==> config.mk <==
export PLATFORM = sky130hd
export DESIGN_NAME = vcnt_cmp_sched
export DESIGN_NICKNAME = d
export VERILOG_FILES = /design/src/rtl/vcnt_sched_pkg.sv /design/src/rtl/m_EQU9.sv /design/src/rtl/vcnt_cmp_sched.sv
export SDC_FILE = /design/constraint.sdc
export NUM_CORES = 1
export LEC_CHECK = 0
export CAP_MARGIN = 20
export CORE_ASPECT_RATIO = 1.5
export CORE_MARGIN = 5
export CORE_UTILIZATION = 55
export CTS_BUF_LIST = sky130_fd_sc_hd__clkbuf_2 sky130_fd_sc_hd__clkbuf_4 sky130_fd_sc_hd__clkbuf_8
export CTS_CLUSTER_DIAMETER = 60
export DETAILED_ROUTE_END_ITERATION = 8
export GPL_TIMING_DRIVEN = 0
export PLACE_DENSITY = 0.83
export SLEW_MARGIN = 20
export SYNTH_ARGS = -nofsm -noshare
export SYNTH_HDL_FRONTEND = slang
export SYNTH_HIERARCHICAL = 1
export SYNTH_SLANG_ARGS = --single-unit
==> constraint.sdc <==
create_clock -name MasterClock -period 2.7 [get_ports MasterClock]
set_input_delay 0.27 -clock MasterClock [delete_from_list [all_inputs] [get_ports MasterClock]]
set_output_delay 0.27 -clock MasterClock [all_outputs]
set_load 0.005 [all_outputs]
==> src/rtl/vcnt_sched_pkg.sv <==
// rtl/vcnt_sched_pkg.sv - shared constants and types for the vertical-count compare scheduler
// Contents: CNT_W (comparator width), NUM_SLOTS, SLOT_W, slot_idx_t, sched_state_t.
package vcnt_sched_pkg;

   // Width is pinned by the shared m_EQU9 comparator; do not change.
   localparam int CNT_W     = 9;
   localparam int NUM_SLOTS = 4;
   localparam int SLOT_W    = $clog2(NUM_SLOTS);

   typedef logic [SLOT_W-1:0] slot_idx_t;

   typedef enum logic [1:0] {
      IDLE = 2'd0,
      SCAN = 2'd1,
      DONE = 2'd2
   } sched_state_t;

endpackage

==> src/rtl/m_EQU9.sv <==
// rtl/m_EQU9.sv - 9-bit gated equality comparator
// Ports:
//   A, B  in  9 : operands
//   EN    in  1 : compare enable; EQ is forced low when EN is low
//   EQ    out 1 : A == B qualified by EN
module m_EQU9 (
   input  logic [8:0] A,
   input  logic [8:0] B,
   input  logic       EN,
   output logic       EQ
);

   assign EQ = EN & (A == B);

endmodule

==> src/rtl/vcnt_cmp_sched.sv <==
// rtl/vcnt_cmp_sched.sv - four-slot vertical-line compare scheduler sharing one m_EQU9
// Optional feature macro: VCNT_CMP_SCHED_IRQ_EN (adds irq / irq_ack, last slot is the interrupt line).
// Ports:
//   MasterClock in  1         : clock, rising edge
//   nReset      in  1         : asynchronous active-low reset
//   vcnt        in  CNT_W     : vertical line count, sampled on line_start
//   line_start  in  1         : new-line strobe, starts a scan when idle
//   wr_en       in  1         : target write strobe
//   wr_slot     in  SLOT_W    : target index
//   wr_data     in  CNT_W     : target value
//   slot_en     in  NUM_SLOTS : per-slot compare enable, sampled live during that slot's scan cycle
//   busy        out 1         : scan in progress (SCAN or DONE)
//   hit         out NUM_SLOTS : match vector of the last completed scan
//   hit_valid   out 1         : one-cycle pulse when hit updates
//   overrun     out 1         : sticky, line_start seen while busy
//   ovr_clr     in  1         : clears overrun (a new overrun wins)
//   irq         out 1         : line interrupt (macro only)
//   irq_ack     in  1         : clears irq, a new set wins (macro only)
module vcnt_cmp_sched
   import vcnt_sched_pkg::*;
(
   input  logic                 MasterClock,
   input  logic                 nReset,
   input  logic [CNT_W-1:0]     vcnt,
   input  logic                 line_start,
   input  logic                 wr_en,
   input  logic [SLOT_W-1:0]    wr_slot,
   input  logic [CNT_W-1:0]     wr_data,
   input  logic [NUM_SLOTS-1:0] slot_en,
   output logic                 busy,
   output logic [NUM_SLOTS-1:0] hit,
   output logic                 hit_valid,
   output logic                 overrun,
   input  logic                 ovr_clr
`ifdef VCNT_CMP_SCHED_IRQ_EN
   ,
   output logic                 irq,
   input  logic                 irq_ack
`endif
);

   localparam slot_idx_t LAST_IDX = slot_idx_t'(NUM_SLOTS - 1);

   sched_state_t         state;
   sched_state_t         state_next;
   slot_idx_t            idx;
   logic [CNT_W-1:0]     vcnt_q;
   logic [NUM_SLOTS-1:0] hit_acc;
   logic [CNT_W-1:0]     target [NUM_SLOTS];
   logic                 eq;

   // Single shared comparator: one slot per cycle, selected by idx.
   m_EQU9 u_equ (
      .A  (vcnt_q[8:0]),
      .B  (target[idx][8:0]),
      .EN (slot_en[idx]),
      .EQ (eq)
   );

   assign busy = (state != IDLE);

   always_ff @(posedge MasterClock or negedge nReset) begin
      if (!nReset) begin
         state <= IDLE;
      end else begin
         state <= state_next;
      end
   end

   always_comb begin
      state_next = state;
      case (state)
         IDLE:    if (line_start) state_next = SCAN;
         SCAN:    if (idx == LAST_IDX) state_next = DONE;
         DONE:    state_next = IDLE;
         default: state_next = IDLE;
      endcase
   end

   always_ff @(posedge MasterClock or negedge nReset) begin
      if (!nReset) begin
         idx       <= '0;
         vcnt_q    <= '0;
         hit_acc   <= '0;
         hit       <= '0;
         hit_valid <= 1'b0;
         overrun   <= 1'b0;
         for (int i = 0; i < NUM_SLOTS; i++) begin
            target[i] <= '0;
         end
      end else begin
         // Writes land at the edge, so a compare in the same cycle sees the old value.
         if (wr_en) begin
            target[wr_slot] <= wr_data;
         end

         hit_valid <= 1'b0;
         case (state)
            IDLE: begin
               if (line_start) begin
                  vcnt_q  <= vcnt;
                  idx     <= '0;
                  hit_acc <= '0;
               end
            end
            SCAN: begin
               hit_acc[idx] <= eq;
               idx          <= idx + slot_idx_t'(1);
            end
            DONE: begin
               hit       <= hit_acc;
               hit_valid <= 1'b1;
            end
            default: ;
         endcase

         // A strobe during SCAN or DONE is dropped; flag it, set beats clear.
         if (line_start && busy) begin
            overrun <= 1'b1;
         end else if (ovr_clr) begin
            overrun <= 1'b0;
         end
      end
   end

`ifdef VCNT_CMP_SCHED_IRQ_EN
   always_ff @(posedge MasterClock or negedge nReset) begin
      if (!nReset) begin
         irq <= 1'b0;
      end else if (state == DONE && hit_acc[LAST_IDX]) begin
         irq <= 1'b1;
      end else if (irq_ack) begin
         irq <= 1'b0;
      end
   end
`endif

endmodule

==> flow_metrics.tcl <==
set metrics [dict create \
    status "complete, no violations" \
    die-width_um 67.1 \
    grtUsageTotal_pct 19.4 \
    io_buffer_count 35 \
    route.detailed.drc 0 \
    worst_setup_sp_type "flop" \
    switching_share_pct 28.3 \
    final_critical_delay_including_setup_and_external_delays_ps 2200 \
    seq_area_frac_synth_pct 54.8 \
    report.final.setup_viol 0 \
    routed_wl_um 5090 \
    highest_layer "met4" \
    worst-endpoint-arrival_ps 2450 \
    skew_ps 7.87 \
    ys_types 27 \
    mappedNetlistNets 212 \
    hold_violations 0 \
    gp_congestion 0.749 \
    crit_path_end_kind "flop" \
    clock_tree_from_tritoncts "yes" \
    grt_start_max_net_pins 47 \
    cts_buffers 9 \
    finalMaxSlewViolations 0 \
    grt_setup_unrepaired "no" \
    critical_path_peak_fanout 10 \
    detailroute.wirelength.met3_um 282 \
    netlist_area_um2 2690 \
    h-tree-depth 3 \
    internal_power_mw 2.33 \
    pleak_nw 1.42 \
    routed_via_density 5.49 \
    post-dp-hpwl_um 3510 \
    wire_length_of_the_first_global_routing_pass_um 8880 \
    maxCapViolations 0 \
    synth_largest_type_area_fraction_pct 54.8 \
    seqPwrFrac_pct 38.9 \
    grt_antenna_before_repair 0 \
    switching_power_uw 923 \
    share_of_the_cycle_needed_by_the_critical_path_after_routing_pct 81.3 \
    antennaDiodeCount 0 \
    place_area_um2 3150 \
    start_util_pct 56.0 \
    worst-setup-path-type "flop to flop" \
    grt_pass1_vias 1824 \
    crit_path_required_time_ps 2950 \
    mean_instance_size_in_the_synthesized_netlist_um2 15.0 \
    wl_met1_um 1920 \
    hold_slack_ps 325 \
    cts_sinks 59 \
    ioPinCount 36 \
    slew_headroom_pct 77.7 \
    clockPowerShare_pct 28.2 \
    comb_power_share_pct 32.9 \
    route.vias.total 1635 \
    die_area_um2 6430 \
    clock_slew_seen_by_the_registers_of_the_worst_setup_and_hold_paths_ps 70 \
    pwr_density_cell_nw_per_um2 960 \
    ys_dominant_reg_cell "sky130_fd_sc_hd__dfrtp_1" \
    number_of_nets_in_the_finished_design 260 \
    achievable-frequency_mhz 455 \
    worst_skew_pair.late_latency_ps 340 \
    cts.repair_timing.setup_buffer_count 0 \
    antenna_violating_nets_post_route 0 \
    yosysMostFrequentCell "sky130_fd_sc_hd__dfrtp_1" \
    post_route_cells_drive_above_1_share_pct 38.8 \
    met2RoutedLength_um 2740 \
    die_h_um 95.7 \
    max-vdd-ir-drop_v 0.000409 \
    cts_repair_resize_count 0 \
    yosys_warnings 6 \
    final_core_util_pct 70.6 \
    ys_ff_latch 59 \
    synth-async-reset-ratio_pct 100 \
    cts-root-to-sink-buffers 2 \
    stdcell_area_um2 3390 \
    drt_iter0_markers 64 \
    clk_root_buffer_cell "sky130_fd_sc_hd__clkbuf_8" \
    netlist.top_cell.by_area "sky130_fd_sc_hd__dfrtp_1" \
    synth-edff-count 0 \
    synthCells 179 \
    grt_overflow 0 \
    synth.top_cells.by_area "sky130_fd_sc_hd__dfrtp_1 55%, sky130_fd_sc_hd__mux2_2 20%, sky130_fd_sc_hd__mux4_2 8.4%, sky130_fd_sc_hd__xnor2_1 2.9%, sky130_fd_sc_hd__ha_1 1.9%" \
    worst_hold_path_type "input port to async pin" \
    yosys-top-cells-count "59 x sky130_fd_sc_hd__dfrtp_1, 49 x sky130_fd_sc_hd__mux2_2, 10 x sky130_fd_sc_hd__mux4_2" \
    layout_area_growth_over_synthesis_pct 26.0 \
    core_area_um2 4810 \
    cts-hold-fix-buffers 1 \
    std_cell_rows 31 \
    detailedRoute.firstPassIterationCount 5 \
    max_slew.worst_pin.slew_ps 333 \
    route.detailed.wl_per_inst_um 17.1 \
]
## path summary, 6_finish.rpt
check,start,depth (start not counted),slack [ps],to
worst min register to register,target[11],1,500,target[11]
min in group MasterClock,target[11],1,500,target[11]
worst max-delay path,idx[0],7,500,hit_acc[1]
worst max register to register,idx[0],7,500,hit_acc[1]
worst min-delay path,nReset,2,330,hit_acc[0]
max in group asynchronous,nReset,3,1890,hit_valid
## worst max-delay path: stages (launching register included)
cell and delay (ps):
sky130_fd_sc_hd__dfrtp_1 440, sky130_fd_sc_hd__buf_4 270, sky130_fd_sc_hd__mux4_2 550, sky130_fd_sc_hd__xnor2_1 200
sky130_fd_sc_hd__nand4_1 160, sky130_fd_sc_hd__nor3_2 170, sky130_fd_sc_hd__nand2b_1 140, sky130_fd_sc_hd__o221ai_1 190
## cell type report
type / count / area, um2
inverter: 9 / 33.8
timing repair buffer: 37 / 385
clock buffer: 12 / 159
multi-input combinational: 105 / 1150
sequential: 59 / 1480
tap: 66 / 82.6
clock inverter: 4 / 72.6
fill: 354 / 1420
buffer: 6 / 37.5
## flip-flops by register name, summed over array words and instances (netlist names)
register and cells:
hit 4, target 36, overrun 1, vcnt_q 9, hit_acc 4, state 2, idx 2, hit_valid 1
## power groups by stage
stage               Combinational (mW)  Sequential, mW  Clock (mW)
floorplan                        0.778            1.24           0
global placement                  1.04            1.27           0
detailed placement                1.07            1.28           0
CTS                               1.09            1.27       0.944
global route                      1.18            1.30       0.979
finish                            1.07            1.27       0.920
## metrics by stage
| step | worst slack, ps | instances | total power, mW | TNS (ps) |
|---|---|---|---|---|
| 6_report | 504 | 298 | 3.26 | 0 |
| 5_1_grt | 257 | 298 | 3.45 | 0 |
| 4_1_cts | 481 | 298 | 3.30 | 0 |
| 3_5_place_dp | 490 | 281 | 2.36 | 0 |
| 3_3_place_gp | -489 | 280 | 2.31 | -28690 |
| 2_1_floorplan | 805 | 179 | 2.02 | 0 |
## cell families after synthesis
logic type               Yosys count  synth area share, %
multiplexers                      60                 29.2
flip-flops                        59                 54.8
AND/OR/NAND/NOR                   24                 6.13
buffers and inverters             15                 2.65
XOR/XNOR                           9                 2.93
AO/OA/AOI/OAI                      8                 2.42
adder cells (fa/ha/maj)            4                 1.86
## layout by cell type (no fill, tap or decap), drive strengths merged, types with 2 or more instances in the layout
cell type      instances
dfrtp                 59
mux2                  49
clkdlybuf4s50         34
clkbuf                13
mux4                  10
inv                    9
xnor2                  9
buf                    7
nand3b                 6
nand2                  5
nand2b                 4
o221ai                 4
ha                     4
bufinv                 2
nand4                  2
nor3b                  2
## per-layer routing
layer	global-route usage (%)	vias to the layer above
met5	0	-
met4	10.2	0
met3	6.07	14
met2	31.7	37
met1	22.6	836
li1	-	748
No activity file was read; power rests on OpenSTA's default activity.
